### src/rtl/conv_kij_sequencer.sv
// rtl/conv_kij_sequencer.sv - instruction sequencer for one full convolution pass over all kij offsets
//
// Purpose: walks core through weight fetch into L0, kernel load, gap, activation
// execute and OFIFO drain to psum SRAM for each of len_kij kernel offsets.
// Optional feature macro: CONV_SEQ_INPLACE_ACC_EN (every kij writes the same psum
// region, and acc is set on writes after the first kij).
//
// Ports:
//   clk          in   clock, rising edge
//   reset        in   asynchronous active-high reset
//   start        in   one-cycle pulse, accepted only in IDLE
//   ofifo_valid  in   core has a complete OFIFO row
//   inst[33:0]   out  registered instruction word to core
//   busy         out  high whenever the FSM is not idle
//   done         out  one-cycle pulse at pass completion
//   kij_idx[3:0] out  kij currently being processed
module conv_kij_sequencer #(
  parameter int          row        = 8,
  parameter int          col        = 8,
  parameter int          len_kij    = 9,
  parameter int          len_nij    = 36,
  parameter int          gap_cycles = 10,
  parameter logic [10:0] x_base     = 11'd0,
  parameter logic [10:0] w_base     = 11'd1024,
  parameter logic [10:0] p_base     = 11'd0
) (
  input  logic        clk,
  input  logic        reset,
  input  logic        start,
  input  logic        ofifo_valid,
  output logic [33:0] inst,
  output logic        busy,
  output logic        done,
  output logic [3:0]  kij_idx
);

  localparam logic [33:0] IDLE_WORD = 34'h1_800C_0000;
  localparam logic [7:0]  COL_END   = 8'(col);
  localparam logic [7:0]  LOAD_END  = 8'(col + row);
  localparam logic [7:0]  GAP_END   = 8'(gap_cycles - 1);
  localparam logic [7:0]  NIJ       = 8'(len_nij);
  localparam logic [3:0]  LAST_KIJ  = 4'(len_kij - 1);

  typedef enum logic [2:0] {
    S_IDLE, S_W_L0, S_W_LOAD, S_GAP, S_X_EXEC, S_DRAIN, S_FIN
  } state_t;

  state_t      state_q, state_d;
  logic [7:0]  c_q, c_d;
  logic [3:0]  kij_q, kij_d;
  logic [7:0]  wr_cnt_q, wr_cnt_d;
  logic [33:0] inst_q, inst_d;
  logic        busy_q, done_q;
  logic [3:0]  kij_idx_q;

  always_ff @(posedge clk or posedge reset) begin
    if (reset) begin
      state_q   <= S_IDLE;
      c_q       <= '0;
      kij_q     <= '0;
      wr_cnt_q  <= '0;
      inst_q    <= IDLE_WORD;
      busy_q    <= 1'b0;
      done_q    <= 1'b0;
      kij_idx_q <= '0;
    end else begin
      state_q   <= state_d;
      c_q       <= c_d;
      kij_q     <= kij_d;
      wr_cnt_q  <= wr_cnt_d;
      inst_q    <= inst_d;
      // Status outputs are built from the state that produced inst_d, so
      // busy/done/kij_idx stay aligned with the instruction word.
      busy_q    <= (state_q != S_IDLE);
      done_q    <= (state_q == S_FIN);
      kij_idx_q <= kij_q;
    end
  end

  always_comb begin
    state_d  = state_q;
    c_d      = c_q + 8'd1;
    kij_d    = kij_q;
    wr_cnt_d = wr_cnt_q;
    inst_d   = IDLE_WORD;

    case (state_q)
      S_IDLE: begin
        c_d = '0;
        if (start) begin
          state_d = S_W_L0;
          kij_d   = '0;
        end
      end
      S_W_L0: begin
        if (c_q < COL_END) begin
          inst_d[19]   = 1'b0;
          inst_d[17:7] = w_base + 11'(kij_q) * 11'(col) + 11'(c_q);
        end
        // L0 write trails the xmem read by one cycle (SRAM read latency).
        if (c_q != 8'd0) inst_d[2] = 1'b1;
        if (c_q == COL_END) begin
          state_d = S_W_LOAD;
          c_d     = '0;
        end
      end
      S_W_LOAD: begin
        inst_d[3] = 1'b1;
        if (c_q != 8'd0) inst_d[0] = 1'b1;
        if (c_q == LOAD_END) begin
          state_d = S_GAP;
          c_d     = '0;
        end
      end
      S_GAP: begin
        if (c_q == GAP_END) begin
          state_d = S_X_EXEC;
          c_d     = '0;
        end
      end
      S_X_EXEC: begin
        if (c_q < NIJ) begin
          inst_d[19]   = 1'b0;
          inst_d[17:7] = x_base + 11'(c_q);
        end
        if (c_q != 8'd0) begin
          inst_d[3] = 1'b1;
          inst_d[2] = 1'b1;
          inst_d[1] = 1'b1;
        end
        if (c_q == NIJ) begin
          state_d = S_DRAIN;
          c_d     = '0;
        end
      end
      S_DRAIN: begin
        c_d = c_q;
        if (wr_cnt_q == NIJ) begin
          wr_cnt_d = '0;
          c_d      = '0;
          if (kij_q < LAST_KIJ) begin
            kij_d   = kij_q + 4'd1;
            state_d = S_W_L0;
          end else begin
            state_d = S_FIN;
          end
        end
      end
      S_FIN: begin
        c_d     = '0;
        state_d = S_IDLE;
      end
      default: begin
        c_d     = '0;
        state_d = S_IDLE;
      end
    endcase

    // Drain write: gated on the registered ofifo_rd so core has a cycle to
    // present the next row; at most one row every two cycles.
    if ((state_q == S_X_EXEC || state_q == S_DRAIN) && ofifo_valid &&
        !inst_q[6] && (wr_cnt_q < NIJ)) begin
      inst_d[6]  = 1'b1;
      inst_d[32] = 1'b0;
      inst_d[31] = 1'b0;
`ifdef CONV_SEQ_INPLACE_ACC_EN
      inst_d[30:20] = p_base + 11'(wr_cnt_q);
      inst_d[33]    = (kij_q != 4'd0);
`else
      inst_d[30:20] = p_base + 11'(kij_q) * 11'(len_nij) + 11'(wr_cnt_q);
`endif
      wr_cnt_d = wr_cnt_q + 8'd1;
    end
  end

  assign inst    = inst_q;
  assign busy    = busy_q;
  assign done    = done_q;
  assign kij_idx = kij_idx_q;

endmodule

### config.mk
export PLATFORM = sky130hd
export DESIGN_NAME = conv_kij_sequencer
export DESIGN_NICKNAME = d
export VERILOG_FILES = /design/src/rtl/conv_kij_sequencer.sv
export SDC_FILE = /design/constraint.sdc
export NUM_CORES = 1
export LEC_CHECK = 0
export BUFFER_PORTS_ARGS = -buffer_cell sky130_fd_sc_hd__buf_2
export CORE_UTILIZATION = 45
export DETAILED_ROUTE_END_ITERATION = 10
export GPL_ROUTABILITY_DRIVEN = 0
export PLACE_DENSITY = 0.65
export SLEW_MARGIN = 40
export SYNTH_ARGS = -nofsm -noshare
export SYNTH_HDL_FRONTEND = slang
export SYNTH_SLANG_ARGS = --single-unit
### constraint.sdc
create_clock -name clk -period 3.05 [get_ports clk]
set_input_delay 0.4575 -clock clk [delete_from_list [all_inputs] [get_ports clk]]
set_output_delay 0.4575 -clock clk [all_outputs]
set_load 0.02 [all_outputs]
==> results of run 1 <==
synth_stat cells, types with 5 or more instances:
| cell type | instances | area [µm²] |
|---|---|---|
| xnor2_1 | 7 | 61.3 |
| xor2_1 | 6 | 52.6 |
| o21ai_0 | 16 | 80.1 |
| nand3_1 | 5 | 25.0 |
| clkbuf_1 | 6 | 22.5 |
| a22o_1 | 9 | 78.8 |
| nand2_1 | 12 | 45.0 |
| inv_1 | 17 | 63.8 |
| dfrtp_1 | 55 | 1380 |
| a21oi_1 | 12 | 60.1 |
| nor3_1 | 6 | 30.0 |
| and3_1 | 7 | 43.8 |
| nor2_1 | 21 | 78.8 |
| ha_1 | 20 | 250 |
| nor2b_1 | 7 | 43.8 |
| buf_4 | 8 | 60.1 |
| a21o_1 | 5 | 37.5 |
worst max-delay path, cell delays in order (launching register included):
cell and delay [ps]:
dfrtp_1 490, ha_1 240, ha_1 180, ha_1 300, ha_1 310, a21oi_1 60, or2_2 270, or3_1 340
a21oi_1 140
state kept, by name (all words and copies together), names as in the netlist:
| name | flops |
|---|---|
| inst | 28 |
| c_q | 8 |
| wr_cnt_q | 8 |
| kij_idx | 4 |
| kij_q | 4 |
| state_q | 3 |
| busy | 1 |
| done | 1 |
routing by layer:
metal | GRT usage (%) | up-vias | wire length, µm
li1 | - | 1033 | -
met1 | 26.5 | 1004 | 2690
met2 | 28.2 | 60 | 2550
met3 | 3.85 | 14 | 255
met4 | 11.7 | 0 | 159
met5 | 0 | - | 0
path summary, 6_finish.rpt:
path	endpoint	cells past startpoint
min in group clk	kij_q[3]$_DFFE_PP0P_	2
worst max-delay path	inst[29]$_DFF_PP0_	8
worst min register to register	wr_cnt_q[6]$_DFFE_PP0P_	0
max in group asynchronous	inst[31]$_DFF_PP1_	3
worst max register to register	inst[29]$_DFF_PP0_	8
worst min-delay path	inst[15]$_DFF_PP0_	2
power by group through the flow:
| stage | clock, mW | combinational (mW) | sequential (mW) |
|---|---|---|---|
| 2_1_floorplan | 0 | 0.107 | 0.848 |
| 3_3_place_gp | 0 | 0.167 | 0.831 |
| 3_5_place_dp | 0 | 0.175 | 0.834 |
| 4_1_cts | 0.677 | 0.176 | 0.819 |
| 5_1_grt | 0.712 | 0.201 | 0.826 |
| 6_report | 0.662 | 0.174 | 0.820 |
cell type report:
class                           count  area (µm²)
Sequential cell                    57        1430
Inverter                           18        67.6
Clock inverter                      4        26.3
Tap cell                           77        96.3
Timing Repair Buffer               42         220
Fill cell                         561        2980
Multi-Input combinational cell    186        1330
Clock buffer                       12         165
metrics by stage:
| stage | utilization (%) | hold WS, ps | power [mW] | area (µm²) | setup slack [ps] |
|---|---|---|---|---|---|
| 2_1_floorplan | - | 467 | 0.955 | 2950 | 801 |
| 3_3_place_gp | 49.8 | 460 | 0.999 | 3140 | 712 |
| 3_5_place_dp | 49.8 | 460 | 1.01 | 3140 | 660 |
| 4_1_cts | 52.8 | 131 | 1.67 | 3340 | 627 |
| 5_1_grt | 52.8 | 174 | 1.74 | 3340 | 533 |
| 6_report | 52.8 | 117 | 1.66 | 3340 | 639 |
logic make-up after synthesis:
| kind of cell | after synthesis | synth area share, % |
|---|---|---|
| AO/OA/AOI/OAI | 57 | 12.9 |
| adder cells (fa/ha/maj) | 22 | 9.90 |
| flip-flops | 57 | 48.7 |
| XOR/XNOR | 13 | 3.88 |
| AND/OR/NAND/NOR | 85 | 16.9 |
| multiplexers | 3 | 1.07 |
| buffers and inverters | 38 | 6.36 |
| other | 2 | 0.256 |
==> impl_table.tex, run 1 <==
\begin{tabular}{lr}
\hline
Metric & Value \\
\hline
\multicolumn{2}{l}{\textbf{Placed design}} \\
Post-placement cell count & 380 \\
Placed wire-length estimate after detailed placement & about 4000 µm \\
Number of I/O port buffers & 38 \\
\multicolumn{2}{l}{\textbf{Drt}} \\
Remaining antenna violation count & 0 \\
Vias & 2111 \\
First-pass detailed-route iteration total & 4 \\
Wirelength per Cell & 14.3 µm \\
Average vias per placed instance & 5.33 \\
Total wirelength of the detailed-routed design & 5650 µm \\
Detailed Route Iter0 Violations & 95 \\
Residual DRC count & 0 \\
\multicolumn{2}{l}{\textbf{Timing}} \\
Setup repair after global routing missed its margin & false \\
Worst relative slew slack & 65.7\% \\
Transition time of the tightest slew-check pin & 510 ps \\
Setup\_tns & 0 ps \\
Crit share post-route & between 70\% and 80\% \\
Hold violation count in the final report & 0 \\
Final Max Tran Viols & 0 \\
Clock skew after layout & about 12 ps \\
Final setup fails & 0 \\
Post-layout min period & 2410 ps \\
Maximum operating frequency & 415 MHz \\
\multicolumn{2}{l}{\textbf{Global route}} \\
Pin count of the biggest net entering global routing & 36 \\
Via count of the first global-routing pass & $\sim$2000 \\
Wire length of the first global-routing pass & 9740 µm \\
All-layer global routing usage & a little under 20\% \\
Number of antenna violations at the first check in global routing & 0 \\
Overall overflow remaining after global route & 0 \\
\multicolumn{2}{l}{\textbf{Clock network}} \\
Total number of clock tree sinks & between 50 and 60 \\
H-tree lvl count & 3 \\
Cts-stage hold buffer count & 0 \\
Number of setup buffers added after CTS & 0 \\
Later-pin clock latency in the skew report & about 350 ps \\
TritonCTS clock tree & yes \\
Worst-path clk slew & roughly 70 ps \\
Resized Gates After CTS & 0 \\
Clock root buffer & clkbuf\_8 \\
Max Root-Sink Buffers & 2 \\
Number of buffers created by CTS & 9 \\
\multicolumn{2}{l}{\textbf{Synthesis}} \\
Post-synth EDFFs & 0 \\
Number of warnings reported in the yosys synthesis log & 0 \\
Fraction of the yosys area taken by sequential cells & between 40\% and 50\% \\
Proportion of synthesized flip-flops having asynchronous set or reset & 100\% \\
Post-synthesis sequential element count & 57 \\
Most used DFF post-synth & dfrtp\_1 \\
Post-synth cell types & 51 \\
Post-Synthesis Cell Area & about 0.0029 mm² \\
Post-synthesis cell count & about 280 \\
Mean Syn Cell Area & around 11 µm² \\
\multicolumn{2}{l}{\textbf{Finish}} \\
Most used cells in the layout excluding fill and tap cells & 55 x dfrtp\_1, 38 x buf\_2, 21 x nor2\_1, 20 x ha\_1 \\
Final cell count without fillers & $\sim$400 \\
Proportion of layout cells with a drive suffix above 1 & $\sim$23\% \\
Most common library cell in the layout ignoring fill and taps & dfrtp\_1 \\
Layout net count & between 300 and 400 \\
Antenna cells & 0 \\
Growth of design area from synthesis to finish & 13.8\% \\
\multicolumn{2}{l}{\textbf{Worst setup path}} \\
Kind of start point of the critical path & flip-flop \\
CP Capture Type & flip-flop \\
Startpoint of the worst-slack reg-to-reg timing path & kij\_q[3]\$\_DFFE\_PP0P\_ \\
Required time reported for the critical path endpoint & approximately 3300 ps \\
Critical path start-end classification & flip-flop to flip-flop \\
Data arrival time of the critical path & around 2700 ps \\
Top fanout value on the critical path & 9 \\
Beginning of the critical path & kij\_q[3]\$\_DFFE\_PP0P\_ \\
R2R Setup Slk & around 640 ps \\
\multicolumn{2}{l}{\textbf{Floorplanning}} \\
Standard-cell row count & 29 \\
Die H & just over 80 µm \\
Area inside the core boundary & roughly 0.0063 mm² \\
Chip Width & 82.7 µm \\
Starting Density & between 40\% and 50\% \\
Total I/O pin count & 44 \\
Die Outline Area & about 0.0068 mm² \\
\multicolumn{2}{l}{\textbf{Run status}} \\
Result of the run & finished clean \\
\multicolumn{2}{l}{\textbf{Pwr}} \\
Leakage power total & between 1.5 and 2 nW \\
Clock Power Share & $\sim$40\% \\
Power share of the sequential group & roughly 50\% \\
Portion of total power attributed to combinational logic & 10.5\% \\
Worst supply voltage drop on vdd & 0.289 mV \\
Power density normalized to cell area & 496 mW/mm² \\
Psw & $\sim$0.44 mW \\
Net switching fraction of the power & a little over a quarter \\
Internal portion of total power & around 1.2 mW \\
\multicolumn{2}{l}{\textbf{Hold path}} \\
Path class of the lowest-slack min-delay path & primary input to async pin \\
\multicolumn{2}{l}{\textbf{Flow run}} \\
Max-capacitance violation count & 0 \\
\hline
\end{tabular}
Note: power is estimated with default switching activity, not from simulation.
==> run 2, diff against run 1 <==
- PLACE_DENSITY: 0.65 -> 0.68
- clock period: 3.05 -> 2.05 ns (I/O delays scaled with it)
==> impl_table.tex, run 2 (same netlist as run 1, synthesis figures left out) <==
\begin{tabular}{lr}
\hline
Metric & Value \\
\hline
\multicolumn{2}{l}{\textbf{Worst setup path}} \\
Number of cells traversed by the worst register-to-register path & 8 \\
Kind of start point of the critical path & flip-flop \\
Top fanout value on the critical path & 2 \\
Termination of the worst setup path & inst[29]\$\_DFF\_PP0\_ \\
Worst r2r dst & inst[29]\$\_DFF\_PP0\_ \\
Startpoint of the worst-slack reg-to-reg timing path & kij\_q[0]\$\_DFFE\_PP0P\_ \\
R2R Setup Slk & -6 ps \\
Data arrival time of the critical path & 2320 ps \\
Required time reported for the critical path endpoint & 2320 ps \\
CP Capture Type & flip-flop \\
Critical path start-end classification & flip-flop to flip-flop \\
Beginning of the critical path & kij\_q[0]\$\_DFFE\_PP0P\_ \\
\multicolumn{2}{l}{\textbf{Finish}} \\
Layout filler cell count & 526 \\
Multi-input gate area in the final layout & 0.00145 mm² \\
Antenna cells & 0 \\
Final cell count without fillers & 422 \\
Growth of design area from synthesis to finish & 25.0\% \\
Sequential cell area in the final layout & 0.00143 mm² \\
Number of flip-flops under the largest register name & 28 \\
Most common library cell in the layout ignoring fill and taps & dfrtp\_1 \\
Proportion of layout cells with a drive suffix above 1 & 32.2\% \\
Most used cells in the layout excluding fill and tap cells & 53 x dfrtp\_1, 38 x buf\_2, 28 x buf\_4, 20 x nor2\_1, 16 x inv\_1 \\
Layout net count & about 370 \\
\multicolumn{2}{l}{\textbf{Flow run}} \\
Max-capacitance violation count & 0 \\
\multicolumn{2}{l}{\textbf{Hold path}} \\
Path class of the lowest-slack min-delay path & primary input to flip-flop \\
\multicolumn{2}{l}{\textbf{Timing}} \\
Final setup fails & 1 \\
Final Max Tran Viols & 0 \\
Worst relative slew slack & 66.4\% \\
Transition time of the tightest slew-check pin & around 500 ps \\
Hold violation count in the final report & 0 \\
Setup repair after global routing missed its margin & true \\
Final hold slack & between 200 and 250 ps \\
Post-layout min period & between 2000 and 2500 ps \\
Maximum operating frequency & a little under 500 MHz \\
Setup\_tns & -6.25 ps \\
Clock skew after layout & roughly 4.5 ps \\
Crit share post-route & 100\% \\
Worst path setup slack after routing & -6.25 ps \\
\multicolumn{2}{l}{\textbf{Placed design}} \\
Setup slack after placement & -16.0 ps \\
Number of I/O port buffers & 38 \\
Post-placement cell count & 404 \\
Placed wire-length estimate after detailed placement & between 4000 and 5000 µm \\
\multicolumn{2}{l}{\textbf{Global route}} \\
Via count of the first global-routing pass & approximately 2200 \\
Grt met1 use & around 27\% \\
All-layer global routing usage & between 20 and 25\% \\
Overall overflow remaining after global route & 0 \\
Pin count of the biggest net entering global routing & 37 \\
Number of antenna violations at the first check in global routing & 0 \\
Met3 capacity usage during global routing & 4.62\% \\
Met2 usage in global routing & 31.3\% \\
Layer carrying the most global-route usage & met2 \\
Wire length of the first global-routing pass & approximately 10000 µm \\
\multicolumn{2}{l}{\textbf{Pwr}} \\
Power density normalized to cell area & between 600 and 700 mW/mm² \\
Overall power consumption & between 2 and 3 mW \\
Leakage power total & 1.77 nW \\
Worst supply voltage drop on vdd & around 0.53 mV \\
\multicolumn{2}{l}{\textbf{Drt}} \\
Detailed Route Iter0 Violations & 73 \\
Remaining antenna violation count & 0 \\
Total wirelength of the detailed-routed design & around 6000 µm \\
First-pass detailed-route iteration total & 4 \\
Vias & 2212 \\
Wirelength per Cell & 14.3 µm \\
Residual DRC count & 0 \\
Average vias per placed instance & $\sim$5.2 \\
\multicolumn{2}{l}{\textbf{Floorplanning}} \\
Area inside the core boundary & between 0.006 and 0.007 mm² \\
Chip Width & between 80 and 90 µm \\
Total I/O pin count & 44 \\
Die Outline Area & around 0.0068 mm² \\
Starting Density & 46.4\% \\
Die H & a little over 80 µm \\
Standard-cell row count & 29 \\
\multicolumn{2}{l}{\textbf{Clock network}} \\
H-tree lvl count & 3 \\
Max Root-Sink Buffers & 2 \\
Total number of clock tree sinks & 57 \\
Clock root buffer & clkbuf\_8 \\
Number of buffers created by CTS & 9 \\
Later-pin clock latency in the skew report & 330 ps \\
TritonCTS clock tree & yes \\
Worst-path clk slew & $\sim$60 ps \\
\multicolumn{2}{l}{\textbf{Run status}} \\
Result of the run & finished, violations left \\
Violated checks & setup timing \\
\hline
\end{tabular}
-- run 2: cell count changes in the layout (fill, tap and decap cells not counted), moves of 3 or more --
cell     change
a21oi_1      -3
buf_4       +24
ha_1         -5
a21oi_2      +3
ha_4         +5
-- run 2: how the worst min path moves through the flow --
| stage | startpoint | end | slack [ps] | cells past startpoint |
|---|---|---|---|---|
| 6_report | start | kij_q[3]$_DFFE_PP0P_ | 200 | 2 |
| 5_1_grt | start | kij_q[3]$_DFFE_PP0P_ | 220 | 2 |
| 4_1_cts | start | kij_q[3]$_DFFE_PP0P_ | 190 | 2 |
| 3_5_place_dp | reset | inst[15]$_DFF_PP0_ | 360 | 2 |
| 3_3_place_gp | reset | inst[15]$_DFF_PP0_ | 350 | 2 |
| 2_1_floorplan | start | kij_q[3]$_DFFE_PP0P_ | 390 | 1 |
-- run 2: final cells by class --
| type | count | area share (%) |
|---|---|---|
| Timing Repair Buffer | 68 | 11.7 |
| Tap cell | 77 | 2.63 |
| Multi-Input combinational cell | 186 | 39.4 |
| Sequential cell | 57 | 39.1 |
| Clock buffer | 15 | 5.09 |
| Clock inverter | 1 | 0.205 |
| Inverter | 18 | 1.84 |
-- run 2: critical path: stages, from the launching register on --
cell and delay, ps:
dfrtp_2 430, ha_4 170, ha_4 160, ha_4 230, ha_4 270, a21oi_2 40, or2_4 220, or3_4 360
a21oi_2 110
-- run 2: power by group --
| group | switching (mW) | internal (mW) |
|---|---|---|
| clock | 0.427 | 0.572 |
| sequential | 0.0349 | 1.18 |
| combinational | 0.179 | 0.118 |
| total | 0.640 | 1.87 |
-- run 2: through the flow --
step                      util [%]  area (µm²)
final                         58.0        3660
after detailed placement      53.8        3400
after global routing          58.0        3660
after global placement        53.8        3400
after floorplan                  -        3010
after CTS                     57.0        3600
-- run 2: per-layer routing --
| layer | vias to the layer above | wire length (µm) |
|---|---|---|
| met5 | - | 0 |
| met4 | 0 | 104 |
| met3 | 10 | 222 |
| met2 | 55 | 2780 |
| met1 | 1061 | 2940 |
| li1 | 1086 | - |
-- run 2: timing repair --
action | CTS | global route
gates resized for setup | 2 | 10
endpoints found under the setup margin | 2 | 6
endpoints found under the hold margin | 16 | 0
buffers inserted | 0 | 1
hold buffers | 1 | 0
pin swaps | 5 | 2
